==> src/rtl/mips_ctrl_pkg.sv <==
`default_nettype none
// ============================================================================
// Module      : mips_ctrl_pkg
// Description : Shared constants for the multi-cycle MIPS control unit:
//               opcodes, FSM state encoding, ALU operation codes, datapath
//               mux select encodings and opcode classification helpers.
// Ports       : (package - none)
// Revision    : 1.0 - initial multi-cycle release
// ============================================================================
package mips_ctrl_pkg;

    // Opcodes, instruction bits [31:26]
    localparam logic [5:0] c_OP_RTYPE = 6'b000000;
    localparam logic [5:0] c_OP_J     = 6'b000010;
    localparam logic [5:0] c_OP_JAL   = 6'b000011;
    localparam logic [5:0] c_OP_BEQ   = 6'b000100;
    localparam logic [5:0] c_OP_BNE   = 6'b000101;
    localparam logic [5:0] c_OP_ADDI  = 6'b001000;
    localparam logic [5:0] c_OP_ANDI  = 6'b001100;
    localparam logic [5:0] c_OP_ORI   = 6'b001101;
    localparam logic [5:0] c_OP_LUI   = 6'b001111;
    localparam logic [5:0] c_OP_LW    = 6'b100011;
    localparam logic [5:0] c_OP_SW    = 6'b101011;

    // FSM state encoding, visible on state_dbg
    localparam logic [3:0] c_ST_IDLE     = 4'd0;
    localparam logic [3:0] c_ST_FETCH    = 4'd1;
    localparam logic [3:0] c_ST_DECODE   = 4'd2;
    localparam logic [3:0] c_ST_EXEC     = 4'd3;
    localparam logic [3:0] c_ST_ALU_WB   = 4'd4;
    localparam logic [3:0] c_ST_MEM_ADDR = 4'd5;
    localparam logic [3:0] c_ST_MEM_RD   = 4'd6;
    localparam logic [3:0] c_ST_MEM_WB   = 4'd7;
    localparam logic [3:0] c_ST_MEM_WR   = 4'd8;
    localparam logic [3:0] c_ST_BRANCH   = 4'd9;
    localparam logic [3:0] c_ST_JUMP     = 4'd10;
    localparam logic [3:0] c_ST_ILLEGAL  = 4'd11;
    localparam logic [3:0] c_ST_BUS_ERR  = 4'd12;

    // ALU operation codes (zero-extended to ALUOP_W at the top level)
    localparam logic [2:0] c_ALU_R    = 3'b111;
    localparam logic [2:0] c_ALU_ADD  = 3'b100;
    localparam logic [2:0] c_ALU_ANDI = 3'b101;
    localparam logic [2:0] c_ALU_ORI  = 3'b110;
    localparam logic [2:0] c_ALU_LUI  = 3'b011;
    localparam logic [2:0] c_ALU_SUB  = 3'b001;

    // reg_dst selects
    localparam logic [1:0] c_RD_RT = 2'b00;
    localparam logic [1:0] c_RD_RD = 2'b01;
    localparam logic [1:0] c_RD_RA = 2'b10;

    // mem_to_reg selects
    localparam logic [1:0] c_M2R_ALUOUT = 2'b00;
    localparam logic [1:0] c_M2R_MDR    = 2'b01;
    localparam logic [1:0] c_M2R_PC     = 2'b10;

    // alu_src_b selects
    localparam logic [1:0] c_SRCB_B       = 2'b00;
    localparam logic [1:0] c_SRCB_FOUR    = 2'b01;
    localparam logic [1:0] c_SRCB_IMM     = 2'b10;
    localparam logic [1:0] c_SRCB_IMM_SH2 = 2'b11;

    // pc_source selects
    localparam logic [1:0] c_PCSRC_ALU    = 2'b00;
    localparam logic [1:0] c_PCSRC_ALUOUT = 2'b01;
    localparam logic [1:0] c_PCSRC_JUMP   = 2'b10;

    // Coarse instruction classes used by the DECODE dispatch
    typedef enum logic [2:0] {
        c_CLS_ALU     = 3'd0,
        c_CLS_MEM     = 3'd1,
        c_CLS_BRANCH  = 3'd2,
        c_CLS_JUMP    = 3'd3,
        c_CLS_ILLEGAL = 3'd4
    } op_class_e;

    function automatic op_class_e classifyOp(input logic [5:0] opcode,
                                             input logic       enableJal);
        op_class_e cls;
        case (opcode)
            c_OP_RTYPE, c_OP_ADDI, c_OP_ANDI,
            c_OP_ORI, c_OP_LUI:           cls = c_CLS_ALU;
            c_OP_LW, c_OP_SW:             cls = c_CLS_MEM;
            c_OP_BEQ, c_OP_BNE:           cls = c_CLS_BRANCH;
            c_OP_J:                       cls = c_CLS_JUMP;
            c_OP_JAL:                     cls = enableJal ? c_CLS_JUMP : c_CLS_ILLEGAL;
            default:                      cls = c_CLS_ILLEGAL;
        endcase
        return cls;
    endfunction

    // ALU code for the EXEC state of an ALU-class instruction
    function automatic logic [2:0] aluCodeFor(input logic [5:0] opcode);
        logic [2:0] code;
        case (opcode)
            c_OP_RTYPE: code = c_ALU_R;
            c_OP_ANDI:  code = c_ALU_ANDI;
            c_OP_ORI:   code = c_ALU_ORI;
            c_OP_LUI:   code = c_ALU_LUI;
            default:    code = c_ALU_ADD;   // ADDI
        endcase
        return code;
    endfunction

endpackage
`default_nettype wire

==> src/rtl/mem_wait_timer.sv <==
`default_nettype none
// ============================================================================
// Module      : mem_wait_timer
// Description : Counts cycles spent waiting for mem_ready and flags when the
//               wait has reached MEM_TIMEOUT. MEM_TIMEOUT = 0 disables it.
// Ports       : clk      - system clock, rising edge
//               rst      - synchronous active-high reset, clears the count
//               clear    - restart the count (entry into a wait state)
//               count_en - one more wait cycle elapsed
//               expired  - count has reached MEM_TIMEOUT
// Revision    : 1.0 - initial multi-cycle release
// ============================================================================
module mem_wait_timer #(
    parameter int CNT_W       = 8,
    parameter int MEM_TIMEOUT = 16
) (
    input  logic clk,
    input  logic rst,
    input  logic clear,
    input  logic count_en,
    output logic expired
);

    generate
        if (MEM_TIMEOUT != 0) begin : g_timeout_on
            localparam logic [CNT_W-1:0] c_LIMIT = CNT_W'(MEM_TIMEOUT);

            logic [CNT_W-1:0] r_count;

            always_ff @(posedge clk) begin
                if (rst || clear) begin
                    r_count <= '0;
                end else if (count_en) begin
                    r_count <= r_count + 1'b1;
                end
            end

            assign expired = (r_count == c_LIMIT);
        end else begin : g_timeout_off
            logic w_unusedInputs;
            assign w_unusedInputs = clk ^ rst ^ clear ^ count_en;
            assign expired        = 1'b0;
        end
    endgenerate

endmodule
`default_nettype wire

==> src/rtl/multicycle_control.sv <==
`default_nettype none
// ============================================================================
// Module      : multicycle_control
// Description : Moore control FSM for a multi-cycle MIPS datapath sharing one
//               instruction/data memory. Sequences FETCH/DECODE/EXECUTE/
//               MEMORY/WRITEBACK for R-type, ADDI/ANDI/ORI/LUI, LW, SW,
//               BEQ, BNE, J and JAL, with memory timeout and illegal-opcode
//               reporting.
// Ports       : clk, reset             - clock / synchronous active-high reset
//               op                     - opcode from the instruction register
//               mem_ready              - memory completes access this cycle
//               pc_write, pc_write_eq,
//               pc_write_ne            - PC load enables
//               iord, mem_read,
//               mem_write, ir_write    - memory / IR control
//               reg_dst, mem_to_reg,
//               reg_write              - register file control
//               alu_src_a, alu_src_b,
//               pc_source, alu_op      - ALU / PC mux control
//               illegal_op, bus_error  - one-cycle error pulses
//               state_dbg              - current state encoding
// Revision    : 1.0 - initial multi-cycle release
// ============================================================================
module multicycle_control
    import mips_ctrl_pkg::*;
#(
    parameter int ALUOP_W     = 3,
    parameter int MEM_TIMEOUT = 16,
    parameter int CNT_W       = 8,
    parameter int ENABLE_JAL  = 1
) (
    input  logic               clk,
    input  logic               reset,
    input  logic [5:0]         op,
    input  logic               mem_ready,
    output logic               pc_write,
    output logic               pc_write_eq,
    output logic               pc_write_ne,
    output logic               iord,
    output logic               mem_read,
    output logic               mem_write,
    output logic               ir_write,
    output logic [1:0]         reg_dst,
    output logic [1:0]         mem_to_reg,
    output logic               reg_write,
    output logic               alu_src_a,
    output logic [1:0]         alu_src_b,
    output logic [1:0]         pc_source,
    output logic [ALUOP_W-1:0] alu_op,
    output logic               illegal_op,
    output logic               bus_error,
    output logic [3:0]         state_dbg
);

    logic [3:0] r_state;
    logic [3:0] w_nextState;
    logic [5:0] r_opQ;
    logic [2:0] w_aluSel;
    logic       w_waitState;
    logic       w_nextIsWait;
    logic       w_timerClear;
    logic       w_timerCount;
    logic       w_timerExpired;
    op_class_e  w_decodeClass;

    // ------------------------------------------------------------------
    // Memory wait timer: restarts whenever a wait state is freshly entered
    // and advances for every cycle the memory holds mem_ready low.
    // ------------------------------------------------------------------
    assign w_waitState  = (r_state == c_ST_FETCH) || (r_state == c_ST_MEM_RD) ||
                          (r_state == c_ST_MEM_WR);
    assign w_nextIsWait = (w_nextState == c_ST_FETCH) || (w_nextState == c_ST_MEM_RD) ||
                          (w_nextState == c_ST_MEM_WR);
    assign w_timerClear = w_nextIsWait && (w_nextState != r_state);
    assign w_timerCount = w_waitState && !mem_ready;

    mem_wait_timer #(
        .CNT_W       (CNT_W),
        .MEM_TIMEOUT (MEM_TIMEOUT)
    ) u_memWaitTimer (
        .clk      (clk),
        .rst      (reset),
        .clear    (w_timerClear),
        .count_en (w_timerCount),
        .expired  (w_timerExpired)
    );

    // DECODE dispatches on the live opcode; op_q is only valid afterwards.
    assign w_decodeClass = classifyOp(op, ENABLE_JAL != 0);

    // ------------------------------------------------------------------
    // State and opcode registers
    // ------------------------------------------------------------------
    always_ff @(posedge clk) begin
        if (reset) begin
            r_state <= c_ST_IDLE;
            r_opQ   <= '0;
        end else begin
            r_state <= w_nextState;
            if (r_state == c_ST_DECODE) begin
                r_opQ <= op;
            end
        end
    end

    // ------------------------------------------------------------------
    // Next-state logic. In the wait states mem_ready takes priority over
    // an expiring timeout.
    // ------------------------------------------------------------------
    always_comb begin
        w_nextState = c_ST_IDLE;
        case (r_state)
            c_ST_IDLE:     w_nextState = c_ST_FETCH;
            c_ST_FETCH: begin
                if (mem_ready)           w_nextState = c_ST_DECODE;
                else if (w_timerExpired) w_nextState = c_ST_BUS_ERR;
                else                     w_nextState = c_ST_FETCH;
            end
            c_ST_DECODE: begin
                case (w_decodeClass)
                    c_CLS_ALU:    w_nextState = c_ST_EXEC;
                    c_CLS_MEM:    w_nextState = c_ST_MEM_ADDR;
                    c_CLS_BRANCH: w_nextState = c_ST_BRANCH;
                    c_CLS_JUMP:   w_nextState = c_ST_JUMP;
                    default:      w_nextState = c_ST_ILLEGAL;
                endcase
            end
            c_ST_EXEC:     w_nextState = c_ST_ALU_WB;
            c_ST_MEM_ADDR: w_nextState = (r_opQ == c_OP_LW) ? c_ST_MEM_RD : c_ST_MEM_WR;
            c_ST_MEM_RD: begin
                if (mem_ready)           w_nextState = c_ST_MEM_WB;
                else if (w_timerExpired) w_nextState = c_ST_BUS_ERR;
                else                     w_nextState = c_ST_MEM_RD;
            end
            c_ST_MEM_WR: begin
                if (mem_ready)           w_nextState = c_ST_FETCH;
                else if (w_timerExpired) w_nextState = c_ST_BUS_ERR;
                else                     w_nextState = c_ST_MEM_WR;
            end
            c_ST_ALU_WB, c_ST_MEM_WB, c_ST_BRANCH, c_ST_JUMP,
            c_ST_ILLEGAL, c_ST_BUS_ERR:
                           w_nextState = c_ST_FETCH;
            default:       w_nextState = c_ST_IDLE;
        endcase
    end

    // ------------------------------------------------------------------
    // Output decode. Everything is a function of state and op_q except
    // ir_write/pc_write in FETCH, which fire only on the completing cycle.
    // ------------------------------------------------------------------
    always_comb begin
        pc_write    = 1'b0;
        pc_write_eq = 1'b0;
        pc_write_ne = 1'b0;
        iord        = 1'b0;
        mem_read    = 1'b0;
        mem_write   = 1'b0;
        ir_write    = 1'b0;
        reg_dst     = c_RD_RT;
        mem_to_reg  = c_M2R_ALUOUT;
        reg_write   = 1'b0;
        alu_src_a   = 1'b0;
        alu_src_b   = c_SRCB_B;
        pc_source   = c_PCSRC_ALU;
        w_aluSel    = 3'b000;
        illegal_op  = 1'b0;
        bus_error   = 1'b0;
        case (r_state)
            c_ST_FETCH: begin
                mem_read  = 1'b1;
                alu_src_b = c_SRCB_FOUR;
                w_aluSel  = c_ALU_ADD;
                ir_write  = mem_ready;
                pc_write  = mem_ready;
            end
            c_ST_DECODE: begin
                // Speculative branch target into ALUOut
                alu_src_b = c_SRCB_IMM_SH2;
                w_aluSel  = c_ALU_ADD;
            end
            c_ST_EXEC: begin
                alu_src_a = 1'b1;
                alu_src_b = (r_opQ == c_OP_RTYPE) ? c_SRCB_B : c_SRCB_IMM;
                w_aluSel  = aluCodeFor(r_opQ);
            end
            c_ST_ALU_WB: begin
                reg_write = 1'b1;
                reg_dst   = (r_opQ == c_OP_RTYPE) ? c_RD_RD : c_RD_RT;
            end
            c_ST_MEM_ADDR: begin
                alu_src_a = 1'b1;
                alu_src_b = c_SRCB_IMM;
                w_aluSel  = c_ALU_ADD;
            end
            c_ST_MEM_RD: begin
                mem_read = 1'b1;
                iord     = 1'b1;
            end
            c_ST_MEM_WB: begin
                reg_write  = 1'b1;
                mem_to_reg = c_M2R_MDR;
            end
            c_ST_MEM_WR: begin
                mem_write = 1'b1;
                iord      = 1'b1;
            end
            c_ST_BRANCH: begin
                alu_src_a   = 1'b1;
                w_aluSel    = c_ALU_SUB;
                pc_source   = c_PCSRC_ALUOUT;
                pc_write_eq = (r_opQ == c_OP_BEQ);
                pc_write_ne = (r_opQ == c_OP_BNE);
            end
            c_ST_JUMP: begin
                pc_write  = 1'b1;
                pc_source = c_PCSRC_JUMP;
                // Link: PC already holds PC+4 from FETCH
                if (r_opQ == c_OP_JAL) begin
                    reg_write  = 1'b1;
                    reg_dst    = c_RD_RA;
                    mem_to_reg = c_M2R_PC;
                end
            end
            c_ST_ILLEGAL: illegal_op = 1'b1;
            c_ST_BUS_ERR: bus_error  = 1'b1;
            default: ;
        endcase
    end

    assign alu_op    = ALUOP_W'(w_aluSel);
    assign state_dbg = r_state;

endmodule
`default_nettype wire

==> config.mk <==
export PLATFORM = sky130hd
export DESIGN_NAME = multicycle_control
export DESIGN_NICKNAME = d
export VERILOG_FILES = /design/src/rtl/mips_ctrl_pkg.sv /design/src/rtl/mem_wait_timer.sv /design/src/rtl/multicycle_control.sv
export SDC_FILE = /design/constraint.sdc
export NUM_CORES = 1
export LEC_CHECK = 0
export ABC_CLOCK_PERIOD_IN_PS = 2300
export CAP_MARGIN = 20
export CORE_AREA = 2 2 61 63
export CTS_CLUSTER_DIAMETER = 200
export CTS_CLUSTER_SIZE = 25
export DETAILED_ROUTE_END_ITERATION = 16
export DIE_AREA = 0 0 63 65
export GPL_TIMING_DRIVEN = 0
export PLACE_DENSITY = 0.74
export SLEW_MARGIN = 15
export SYNTH_ARGS = -nofsm -noshare
export SYNTH_HDL_FRONTEND = slang
export SYNTH_SLANG_ARGS = --single-unit
==> constraint.sdc <==
create_clock -name clk -period 2.3 [get_ports clk]
set_input_delay 0.46 -clock clk [delete_from_list [all_inputs] [get_ports clk]]
set_output_delay 0.46 -clock clk [all_outputs]
set_load 0.05 [all_outputs]
==> impl_metrics.env, run 1 <==
export IMPL_status="complete, but fails checks"
export IMPL_violations="negative setup slack"
export IMPL_crit_path_start_kind="flop"
export IMPL_clock_latency_ns=0.30
export IMPL_grt_max_degree=11
export IMPL_h_tree_depth=1
export IMPL_path_delay_family="simple AND/OR/NAND/NOR gates"
export IMPL_syn_area_mm2=0.00148
export IMPL_pre_cts_slack_ns=-0.714
export IMPL_max_freq_mhz=420
export IMPL_final_cell_mix="23 x nand2_1, 22 x buf_4, 18 x nor2_1"
export IMPL_grt_pass1_vias=1420
export IMPL_yosys_most_used_dff="dfxtp_1"
export IMPL_fin_crit_ns=2.38
export IMPL_grt_overflow_total=0
export IMPL_initial_utilization=0.424
export IMPL_die_h_um=65
export IMPL_grt_usage=0.199
export IMPL_path_clk_slew_ns=0.10
export IMPL_yosysWarnings=0
export IMPL_ios=35
export IMPL_tightestPinTransition_ns=0.593
export IMPL_nNetsFinal=263
export IMPL_drtIter0Drc=112
export IMPL_first_pass_iters=4
export IMPL_crit_chain="or2_4, or4_4, nor4b_4, buf_6"
export IMPL_coreArea_mm2=0.00350
export IMPL_placed_area_mm2=0.00202
export IMPL_grt_pass1_wl_mm=6.76
export IMPL_vias=1688
export IMPL_clk_root_buffer_cell="clkbuf_4"
export IMPL_routedWlPerCell_um=15.5
export IMPL_cap_violations=0
export IMPL_yosysSeqAreaShare=0.243
export IMPL_slew_headroom=0.603
export IMPL_end_kind="output pin"
export IMPL_crit_type="reg2out"
export IMPL_dpl_hpwl_mm=3.04
export IMPL_finalHoldViolCount=0
export IMPL_synth_area_per_cell_um2=7.68
export IMPL_drive_above_1_share=0.450
export IMPL_synth_edf_count=0
export IMPL_placed_cells=274
export IMPL_cp_required_ns=1.84
export IMPL_numPortBuffers=33
export IMPL_syn_nets=204
export IMPL_fin_tns_setup_ns=-0.361
export IMPL_hp_class="in2reg"
export IMPL_period_share=1.03
export IMPL_syn_inst=193
export IMPL_path_buf_inv=1
export IMPL_power_density_mw_per_mm2=401
export IMPL_ant_nets=0
export IMPL_hold_buffers=0
export IMPL_fin_skew_ns=0.00491
export IMPL_yosys_cell_types_count=54
export IMPL_vias_per_cell=5.65
export IMPL_p_total_uw=971
export IMPL_vdd_ir_drop_max_mv=0.438
export IMPL_setup_violations=9
export IMPL_cts_buffer_depth=2
export IMPL_worstPathMaxFanout=5
export IMPL_cts_buffers=3
export IMPL_synthArstFlopShare=0
export IMPL_final_cells=299
export IMPL_n_fill_cell=273
export IMPL_synth_seq_cells=18
export IMPL_postRouteWirelength_mm=4.63
export IMPL_areaGrowthSynthToFinish_pct=63.5
export IMPL_antenna_found_initial=0
export IMPL_slew_violations=0
export IMPL_cp_slowest_stage_delay_ns=0.53
export IMPL_final_setup_worst_slack_ns=-0.0797
export IMPL_slowest_stage="or4_4"
export IMPL_dieArea_mm2=0.00410
export IMPL_total_leakage_power_uw=0.000971
export IMPL_cts_tree="done"
export IMPL_row_count=22
export IMPL_final_common_cell="nand2_1"
export IMPL_rsz0062_at_grt="true"
export IMPL_routabilityCongestion=0.825
export IMPL_fin_area_mm2=0.00242
export IMPL_cp_arrival_ns=1.92
export IMPL_drc_errors=0
export IMPL_die_x_um=63
export IMPL_clock_sinks=18
export IMPL_diodes=0
[layer usage]
| metal | part of all wire | global-route usage |
|---|---|---|
| met1 | 0.47 | 0.285 |
| met2 | 0.49 | 0.327 |
| met4 | 0.011 | 0.0417 |
| met5 | 0 | 0 |
| met3 | 0.024 | 0.0139 |
[power breakdown]
part	switching [uW]	internal (uW)
logic	270	199
registers	19.9	317
clock network	97.9	67.6
[state kept, by name, summed over array words and instances (netlist names)]
register	flops
state_dbg	4
u_memWaitTimer.g_timeout_on.r_count	8
r_opQ	6
[final cells by class]
class                           count  area [um^2]  area share
Buffer                              9         80.1      0.0330
Clock buffer                        4         26.3      0.0108
Inverter                            6         22.5     0.00929
Multi-Input combinational cell    158         1340       0.552
Sequential cell                    18          400       0.165
Tap cell                           48         60.1      0.0248
Timing Repair Buffer               56          495       0.204
[path summary, 6_finish.rpt]
path                            from                                             endpoint  slack [ns]  cells after the start
max            r_opQ[4]$_SDFFE_PP0P_                                          pc_write_eq       -0.08                      4
min                            op[0]                                r_opQ[0]$_SDFFE_PP0P_        0.48                      3
max reg2reg  state_dbg[0]$_SDFF_PP0_  u_memWaitTimer.g_timeout_on.r_count[3]$_SDFFE_PP0P_       -0.04                     10
min reg2reg    r_opQ[4]$_SDFFE_PP0P_                                r_opQ[4]$_SDFFE_PP0P_        0.53                      2
[repair_timing]
item,CTS,global route
pin swaps,6,14
endpoints found under the setup margin,30,25
setup buffers,1,22
resized for setup,100,53
[metrics by stage]
step,utilization,hold slack [ns]
after global placement,0.577,0.497
after global routing,0.693,0.504
after CTS,0.610,0.494
final,0.693,0.476
after floorplan,-,0.465
after detailed placement,0.577,0.501
[cells by family after synthesis]
| group | after synthesis | share of synthesized area |
|---|---|---|
| buffers and inverters | 17 | 0.0565 |
| xor gates and xnor gates | 10 | 0.0591 |
| DFF | 18 | 0.243 |
| AOI/OAI and AO/OA | 44 | 0.226 |
| and+or+nand+nor | 98 | 0.371 |
| muxes | 4 | 0.0270 |
| adders and majority gates | 2 | 0.0169 |
[synthesized netlist by cell type (all sizes together) (3+ instances only)]
cell type | number | area share
nand2 | 23 | 0.058
nor2 | 23 | 0.060
dfxtp | 18 | 0.24
a21oi | 14 | 0.052
a211oi | 7 | 0.035
and3 | 7 | 0.030
xor2 | 7 | 0.041
buf | 6 | 0.029
inv | 6 | 0.015
nand2b | 6 | 0.025
nand4 | 6 | 0.025
clkbuf | 5 | 0.013
nor3 | 5 | 0.017
o21ai | 5 | 0.017
or4 | 5 | 0.025
mux2i | 4 | 0.027
nand3 | 4 | 0.014
nor4b | 3 | 0.018
nor4bb | 3 | 0.030
o22ai | 3 | 0.022
or2 | 3 | 0.013
xnor2 | 3 | 0.018
[tightest hold or removal path, stage by stage]
cell and delay [ns]:
dlymetal6s2s_1 0.15, nand2_1 0.07, a21oi_1 0.05
No activity file was read; power rests on OpenSTA's default activity.
==> inputs of run 2 (changes only) <==
ABC_CLOCK_PERIOD_IN_PS = 2000   (was 2300)
clock period = 2 ns   (was 2.3 ns; I/O delays follow)
==> impl_metrics.env, run 2 (same netlist as run 1, synthesis figures left out) <==
export IMPL_status="complete, but fails checks"
export IMPL_violations="negative setup slack"
export IMPL_numPortBuffers=33
export IMPL_fin_tns_setup_ns=-3.58
export IMPL_grt_pass1_vias=1578
export IMPL_layout_area_seq_um2=395
export IMPL_n_fill_cell=251
export IMPL_final_setup_worst_slack_ns=-0.326
export IMPL_final_common_cell="buf_4"
export IMPL_cp_arrival_ns=1.93
export IMPL_multi_input_area_mm2=0.00139
export IMPL_r2r_slack_ns=-0.30
export IMPL_cts_buffers=3
export IMPL_tightestPinTransition_ns=0.590
export IMPL_fin_area_mm2=0.00267
export IMPL_drtIter0Drc=146
export IMPL_clock_sinks=18
export IMPL_p_seq_frac=0.322
export IMPL_fin_skew_ns=0.0119
export IMPL_grt_busiest_layer="met2"
export IMPL_end_kind="output pin"
export IMPL_slew_violations=0
export IMPL_coreArea_mm2=0.00350
export IMPL_dpl_hpwl_mm=3.15
export IMPL_cts_buffer_depth=2
export IMPL_row_count=22
export IMPL_clk_root_buffer_cell="clkbuf_4"
export IMPL_die_x_um=63
export IMPL_path_buf_inv=1
export IMPL_slowest_stage="or4_4"
export IMPL_largest_reg_flops=8
export IMPL_final_cell_mix="41 x buf_4, 20 x nand2_1, 16 x nor2_1"
export IMPL_path_depth=4
export IMPL_slew_headroom=0.606
export IMPL_sw_frac_of_total=0.396
export IMPL_worstPathMaxFanout=2
export IMPL_hold_depth=2
export IMPL_power_density_mw_per_mm2=449
export IMPL_post_route_util=0.763
export IMPL_vias=1816
export IMPL_h_tree_depth=1
export IMPL_die_h_um=65
export IMPL_fin_crit_ns=2.33
export IMPL_cts_tree="done"
export IMPL_drive_above_1_share=0.561
export IMPL_postRouteWirelength_mm=5.33
export IMPL_crit_path_start_kind="flop"
export IMPL_grt_pass1_wl_mm=7.93
export IMPL_routedWlPerCell_um=16.8
export IMPL_path_clk_slew_ns=0.11
export IMPL_whs_ns=0.514
export IMPL_path_delay_family="simple AND/OR/NAND/NOR gates"
export IMPL_grt_overflow_total=0
export IMPL_vias_per_cell=5.73
export IMPL_p_comb_frac=0.524
export IMPL_placed_area_mm2=0.00207
export IMPL_gr_usage_met3=0.0260
export IMPL_regMostFlops="u_memWaitTimer.g_timeout_on.r_count"
export IMPL_total_leakage_power_uw=0.00104
export IMPL_dieArea_mm2=0.00410
export IMPL_met1_usage=0.330
export IMPL_vdd_ir_drop_max_mv=0.387
export IMPL_hp_class="reg2reg"
export IMPL_drc_errors=0
export IMPL_grt_usage=0.242
export IMPL_hold_buffers=0
export IMPL_antenna_found_initial=0
export IMPL_clkPwrFrac=0.154
export IMPL_first_pass_iters=5
export IMPL_initial_utilization=0.424
export IMPL_routabilityCongestion=0.858
export IMPL_cp_slowest_stage_delay_ns=0.55
export IMPL_max_freq_mhz=430
export IMPL_ios=35
export IMPL_nNetsFinal=281
export IMPL_areaGrowthSynthToFinish_pct=79.8
export IMPL_crit_type="reg2out"
export IMPL_switchingPower_uw=474
export IMPL_internal_power_uw=723
export IMPL_diodes=0
export IMPL_grt_util_met2=0.406
export IMPL_crit_chain="or2_4, or4_4, nor4b_4, buf_6"
export IMPL_cap_violations=0
export IMPL_finalHoldViolCount=0
export IMPL_reg2reg_depth=11
export IMPL_grt_max_degree=11
export IMPL_clock_latency_ns=0.29
export IMPL_rsz0062_at_grt="true"
export IMPL_setup_violations=17
export IMPL_period_share=1.16
export IMPL_p_total_uw=1200
export IMPL_cp_required_ns=1.60
export IMPL_ant_nets=0
run 2: changes by cell type in the layout (fill, tap and decap cells not counted), moves of 5 or more:
cell and change:
dlymetal6s2s_1 -6, buf_6 +7, buf_4 +19, buf_8 +5
run 2: layout make-up:
class                      count  area share
timing repair buffer          76       0.252
multi-input combinational    158       0.523
buffer                         7      0.0324
tap                           48      0.0225
inverter                       6      0.0127
sequential                    18       0.148
clock buffer                   4     0.00985
run 2: worst min-delay path, stage by stage (launching register included):
cell and delay (ns):
dfxtp_4 0.38, nand2_1 0.06, a21oi_1 0.05
run 2: per-stage QoR:
step | setup slack, ns | cells
floorplan | -0.241 | 193
global placement | -0.944 | 274
detailed placement | -0.985 | 274
CTS | -0.317 | 295
global route | -0.426 | 317
finish | -0.326 | 317
run 2: repair_timing:
action,4_1_cts,5_1_grt
buffers inserted,19,26
pin swaps,11,23
setup endpoints to repair,32,27
resized for setup,182,42
run 2: metal layers:
| metal | routed length, um | vias to the layer above |
|---|---|---|
| met5 | 0 | - |
| met4 | 34 | 0 |
| met3 | 228 | 4 |
| met2 | 2690 | 68 |
| met1 | 2380 | 869 |
| li1 | - | 875 |
run 2: final timing paths:
kind | startpoint | endpoint
max | r_opQ[4]$_SDFFE_PP0P_ | pc_write_eq
min | r_opQ[1]$_SDFFE_PP0P_ | r_opQ[1]$_SDFFE_PP0P_
max reg2reg | u_memWaitTimer.g_timeout_on.r_count[1]$_SDFFE_PP0P_ | u_memWaitTimer.g_timeout_on.r_count[5]$_SDFFE_PP0P_
min reg2reg | r_opQ[1]$_SDFFE_PP0P_ | r_opQ[1]$_SDFFE_PP0P_
run 2: power by group through the flow:
stage                     Combinational (uW)  Sequential [uW]  Clock (uW)
after floorplan                          306              408           0
after global placement                   431              396           0
after CTS                                547              385         193
after detailed placement                 434              396           0
final                                    627              385         185
after global routing                     660              387         205
